## config.mk

```make
export PLATFORM = sky130hd
export DESIGN_NAME = spi_slave_rx
export DESIGN_NICKNAME = d
export VERILOG_FILES = /design/src/rtl/spi_slave_rx.sv
export SDC_FILE = /design/constraint.sdc
export NUM_CORES = 1
export LEC_CHECK = 0
export CAP_MARGIN = 25
export CORE_AREA = 2 2 86 88
export CTS_CLUSTER_DIAMETER = 80
export DETAILED_ROUTE_END_ITERATION = 6
export DIE_AREA = 0 0 88 90
export PLACE_DENSITY = 0.7
export SLEW_MARGIN = 20
export SYNTH_ARGS = -nofsm -noshare
export SYNTH_HDL_FRONTEND = slang
export SYNTH_SLANG_ARGS = --single-unit
```

## constraint.sdc

```tcl
create_clock -name clk -period 2.2 [get_ports clk]
set_input_delay 0.44 -clock clk [delete_from_list [all_inputs] [get_ports clk]]
set_output_delay 0.44 -clock clk [all_outputs]
set_load 0.005 [all_outputs]
```

## src/rtl/spi_slave_rx.sv

```systemverilog
// rtl/spi_slave_rx.sv - SPI mode-0 slave receiver with pin synchronisers and byte FIFO
module spi_slave_rx #(
    parameter int SYNC_STAGES = 2,
    parameter int DEPTH_LOG2  = 2
) (
    input  logic       clk,
    input  logic       reset,
    input  logic       nCS,
    input  logic       SCK,
    input  logic       MOSI,
    output logic [7:0] rx_data,
    output logic       rx_first,
    output logic       rx_valid,
    input  logic       rx_ready,
    output logic       overflow,
    input  logic       overflow_clr,
    output logic       partial
);
    localparam int DEPTH = 1 << DEPTH_LOG2;
    localparam logic [DEPTH_LOG2:0]   CNT_ONE  = (DEPTH_LOG2+1)'(1);
    localparam logic [DEPTH_LOG2:0]   CNT_FULL = (DEPTH_LOG2+1)'(DEPTH);
    localparam logic [DEPTH_LOG2-1:0] PTR_ONE  = DEPTH_LOG2'(1);

    logic [SYNC_STAGES-1:0] ncs_sync, sck_sync, mosi_sync;
    // Tracks which synchroniser stages hold real pin samples rather than reset fill.
    logic [SYNC_STAGES:0]   ncs_vld;
    logic                   ncs_prev, sck_prev;

    logic [7:0]             shift;
    logic [2:0]             bitcnt;
    logic                   first_pending;
    logic                   framing;

    logic [8:0]             mem [DEPTH];
    logic [DEPTH_LOG2-1:0]  wptr, rptr;
    logic [DEPTH_LOG2:0]    count;

    logic ncs_s, sck_s, mosi_s;
    logic cs_fall, cs_rise, sck_rise, byte_done;
    logic pop, push, full;
    logic [2:0] bitcnt_after;
    logic [7:0] byte_val;

    assign ncs_s  = ncs_sync[SYNC_STAGES-1];
    assign sck_s  = sck_sync[SYNC_STAGES-1];
    assign mosi_s = mosi_sync[SYNC_STAGES-1];

    // A frame only exists after a genuine nCS fall, so a reset taken mid-frame
    // stays deaf until the host deselects and reselects.
    assign cs_fall      = ncs_vld[SYNC_STAGES] & ncs_prev & ~ncs_s;
    assign cs_rise      = framing & ~ncs_prev & ncs_s;
    assign sck_rise     = framing & sck_s & ~sck_prev;
    assign byte_done    = sck_rise & (bitcnt == 3'd7);
    assign byte_val     = {shift[6:0], mosi_s};
    assign bitcnt_after = sck_rise ? bitcnt + 3'd1 : bitcnt;

    assign rx_valid = (count != '0);
    assign full     = (count == CNT_FULL);
    assign pop      = rx_valid & rx_ready;
    assign push     = byte_done & (~full | pop);
    assign rx_data  = rx_valid ? mem[rptr][7:0] : 8'd0;
    assign rx_first = rx_valid & mem[rptr][8];

    always_ff @(posedge clk) begin
        if (reset) begin
            ncs_sync  <= '1;
            sck_sync  <= '0;
            mosi_sync <= '0;
            ncs_vld   <= '0;
            ncs_prev  <= 1'b1;
            sck_prev  <= 1'b0;
        end else begin
            ncs_sync  <= {ncs_sync[SYNC_STAGES-2:0], nCS};
            sck_sync  <= {sck_sync[SYNC_STAGES-2:0], SCK};
            mosi_sync <= {mosi_sync[SYNC_STAGES-2:0], MOSI};
            ncs_vld   <= {ncs_vld[SYNC_STAGES-1:0], 1'b1};
            ncs_prev  <= ncs_s;
            sck_prev  <= sck_s;
        end
    end

    always_ff @(posedge clk) begin
        if (reset) begin
            shift         <= '0;
            bitcnt        <= '0;
            first_pending <= 1'b0;
            framing       <= 1'b0;
            partial       <= 1'b0;
            overflow      <= 1'b0;
            wptr          <= '0;
            rptr          <= '0;
            count         <= '0;
        end else begin
            partial <= 1'b0;
            if (cs_fall) begin
                bitcnt        <= '0;
                first_pending <= 1'b1;
                framing       <= 1'b1;
            end else begin
                if (sck_rise) begin
                    shift  <= byte_val;
                    bitcnt <= bitcnt_after;
                end
                if (byte_done)
                    first_pending <= 1'b0;
                // A final SCK edge seen with the deselect counts before it.
                if (cs_rise) begin
                    framing <= 1'b0;
                    bitcnt  <= '0;
                    if (bitcnt_after != 3'd0)
                        partial <= 1'b1;
                end
            end

            if (byte_done && !push)
                overflow <= 1'b1;
            else if (overflow_clr)
                overflow <= 1'b0;

            if (push)
                wptr <= wptr + PTR_ONE;
            if (pop)
                rptr <= rptr + PTR_ONE;
            case ({push, pop})
                2'b10:   count <= count + CNT_ONE;
                2'b01:   count <= count - CNT_ONE;
                default: count <= count;
            endcase
        end
    end

    always_ff @(posedge clk) begin
        if (push)
            mem[wptr] <= {first_pending, byte_val};
    end
endmodule
```

==> impl_metrics.json <==
{
  "ctsHoldBuffers": 0,
  "start_kind": "register",
  "ys_seq_area_share_pct": 64.9,
  "die_area_mm2": 0.00792,
  "root_buffer": "clkbuf_8",
  "syn_to_final_growth_pct": 22.1,
  "htree_levels": 3,
  "synth_area_mm2": 0.00272,
  "yosys.area.top_type_share_pct": 39.8,
  "final_layout_size_suffix_gt1_share_pct": 24.2,
  "grt_usage_pct": 12.9,
  "worstSetupPathType": "register to primary output",
  "ys_ff_latch": 70,
  "run_status": "completed",
  "hp-start": "ncs_sync[0]",
  "crit_path_end_kind": "primary output",
  "drt_pass1_iterations": 6,
  "cts_tree": "built",
  "cts.reportedPaths.clkPinSlew_ns": 0.07,
  "period_share_pct": 99.4,
  "ir_worst_vdd_mv": 0.534,
  "cts_buffer_depth": 2,
  "num-nets-final": 245,
  "core_mm2": 0.00702,
  "drt_wl_total_um": 4480,
  "relSlewSlack_pct": 64.5,
  "ys.warnings.count": 0,
  "gr-total-overflow": 0,
  "crit_arrival_ns": 1.75,
  "final_area_mm2": 0.00331,
  "clkLatencyLatePin_ns": 0.34,
  "tns_ns": 0,
  "cts-buffers-inserted": 9,
  "globalplace.congestion": 0.757,
  "rsz0062_at_grt": "yes",
  "fmax_ghz": 0.457,
  "hp-class": "register to register",
  "num_io_pins": 19,
  "p_per_area_mw_per_mm2": 714,
  "ant_nets": 0,
  "clock_skew_ns": 0.00865,
  "placed_area_mm2": 0.00307,
  "avgViaCountPerCell": 4.68,
  "io_buffers": 18,
  "period_minus_slack_ns": 2.19,
  "syn_area_per_cell_um2": 13.8,
  "post_synth_num_cell_types": 37,
  "maxSlewViolCount": 0,
  "leakagePower_uw": 0.00118,
  "grt_max_degree": 17,
  "die_h_um": 90,
  "max_slew.worst_pin.slew_ns": 0.531,
  "vias": 1567,
  "grt_pass1_wl_um": 7650,
  "final_hold_viol_count": 0,
  "cp_data_required_time_ns": 1.76,
  "drt_iter0_markers": 141,
  "clock_sinks": 70,
  "setup_viol": 0,
  "drc": 0,
  "synth.area.top_cells": "edfxtp_1, dfxtp_1, mux4_2",
  "antenna_found_initial": 0,
  "wire_per_inst_um": 13.4,
  "syn_inst": 197,
  "rows": 31,
  "max_cap_violations": 0,
  "die_width_um": 88,
  "syn_nets": 211,
  "synth_top_area_cell": "edfxtp_1",
  "reg2reg_from": "bitcnt[0]",
  "start_util_pct": 38.7,
  "post-dp-hpwl_um": 2940,
  "grt_pass1_vias": 1585,
  "path_max_fanout": 4,
  "num_antenna_cells": 0
}
logic make-up (layout without fill, tap and decap cells):
group	Yosys count	count (layout)	synth area share (%)
fa+ha+maj	7	7	3.50
simple gates	69	69	14.6
compound gates	17	17	3.92
flops	70	70	64.9
mux	14	14	9.40
buf+inv	16	55	2.40
xor+xnor	4	4	1.29
layer usage:
metal | wire (um) | global-route usage [%]
met1 | 2080 | 16.6
met4 | 139 | 8.85
met2 | 2090 | 19.3
met3 | 167 | 2.57
met5 | 0 | 0
power breakdown:
group / internal (uW) / total [uW] / switching, uW
registers: 1370 / 1370 / 5.07
clock network: 520 / 956 / 436
logic: 20.9 / 38.5 / 17.7
per-stage QoR:
step | setup WS [ns] | utilization [%] | total power (uW) | instances | hold slack, ns
6_report | 0.0141 | 47.2 | 2370 | 335 | 0.404
5_1_grt | -0.0457 | 47.2 | 2460 | 335 | 0.411
4_1_cts | -0.0178 | 47.3 | 2400 | 335 | 0.407
3_5_place_dp | -0.00374 | 43.7 | 1440 | 315 | 0.390
3_3_place_gp | 0.0440 | 43.7 | 1440 | 315 | 0.392
2_1_floorplan | 0.126 | - | 1420 | 197 | 0.383
synth_stat cells:
cell type / instances
nor4_1: 1
a21oi_1: 10
or3_4: 1
nor4b_2: 1
mux2i_1: 3
a31oi_1: 1
mux2_1: 2
a21o_1: 1
mux4_2: 9
xor2_1: 2
nand3_2: 1
nand4b_4: 1
o2111ai_1: 1
or2_1: 2
edfxtp_1: 36
nand2_1: 10
xnor2_1: 2
dfxtp_1: 34
and2_1: 13
nor2b_1: 7
or3_1: 1
nor3_1: 1
fa_1: 1
o21ai_0: 1
inv_1: 7
ha_1: 6
nand3_1: 11
nand2_2: 1
nor2_1: 14
nor2_2: 1
nand3b_1: 2
o41ai_1: 1
buf_2: 4
a21boi_2: 1
a32oi_1: 1
and3b_1: 1
clkbuf_1: 5
repair_timing:
item,CTS,global route
cloned,1,0
setup endpoints to repair,9,7
setup buffers,3,0
pin swaps,8,0
resized for setup,30,8
sequential cells by signal, indices dropped and copies added, names as in the netlist, 3 cells and up, named ones only:
| register | flops |
|---|---|
| bitcnt | 3 |
| count | 3 |
| ncs_vld | 3 |
| shift | 7 |
| mem | 36 |
cell usage in the layout (no fill, tap or decap), types with 2 or more instances in the layout:
cell	n
clkinv_2	2
mux4_2	9
or2_1	2
clkdlybuf4s50_1	9
xnor2_1	2
clkbuf_8	9
nand2_1	10
xor2_1	2
nor2_1	14
buf_12	3
nand3_1	11
buf_2	2
clkbuf_2	4
inv_1	7
nand3b_1	2
edfxtp_1	36
and2_4	2
mux2i_1	3
dfxtp_2	2
ha_1	5
dfxtp_1	31
nor2b_1	7
buf_4	9
a21oi_1	10
mux2_1	2
and2_1	11
clkbuf_1	3
buf_6	2
area by class of cell:
type	instances	area, um^2
repair buffers	32	318
fillers	620	3710
inverters	7	26.3
well taps	99	124
multi-input cells	111	896
flip-flops and latches	70	1770
clock inverters	4	47.5
clock buffers	12	135
worst max-delay path, cell delays in order (launching register included):
cell,delay [ns]
dfxtp_4,0.37
buf_12,0.11
buf_12,0.10
buf_6,0.09
mux4_2,0.48
and2_4,0.15
buf_6,0.10
worst paths after layout:
path / end / depth (start not counted) / slack (ns)
max: rx_data[0] / 6 / 0.01
max reg2reg: count[2] / 8 / 0.15
min reg2reg: ncs_sync[1] / 1 / 0.40
min: ncs_sync[1] / 1 / 0.40
(Power assumes the default switching activity.)
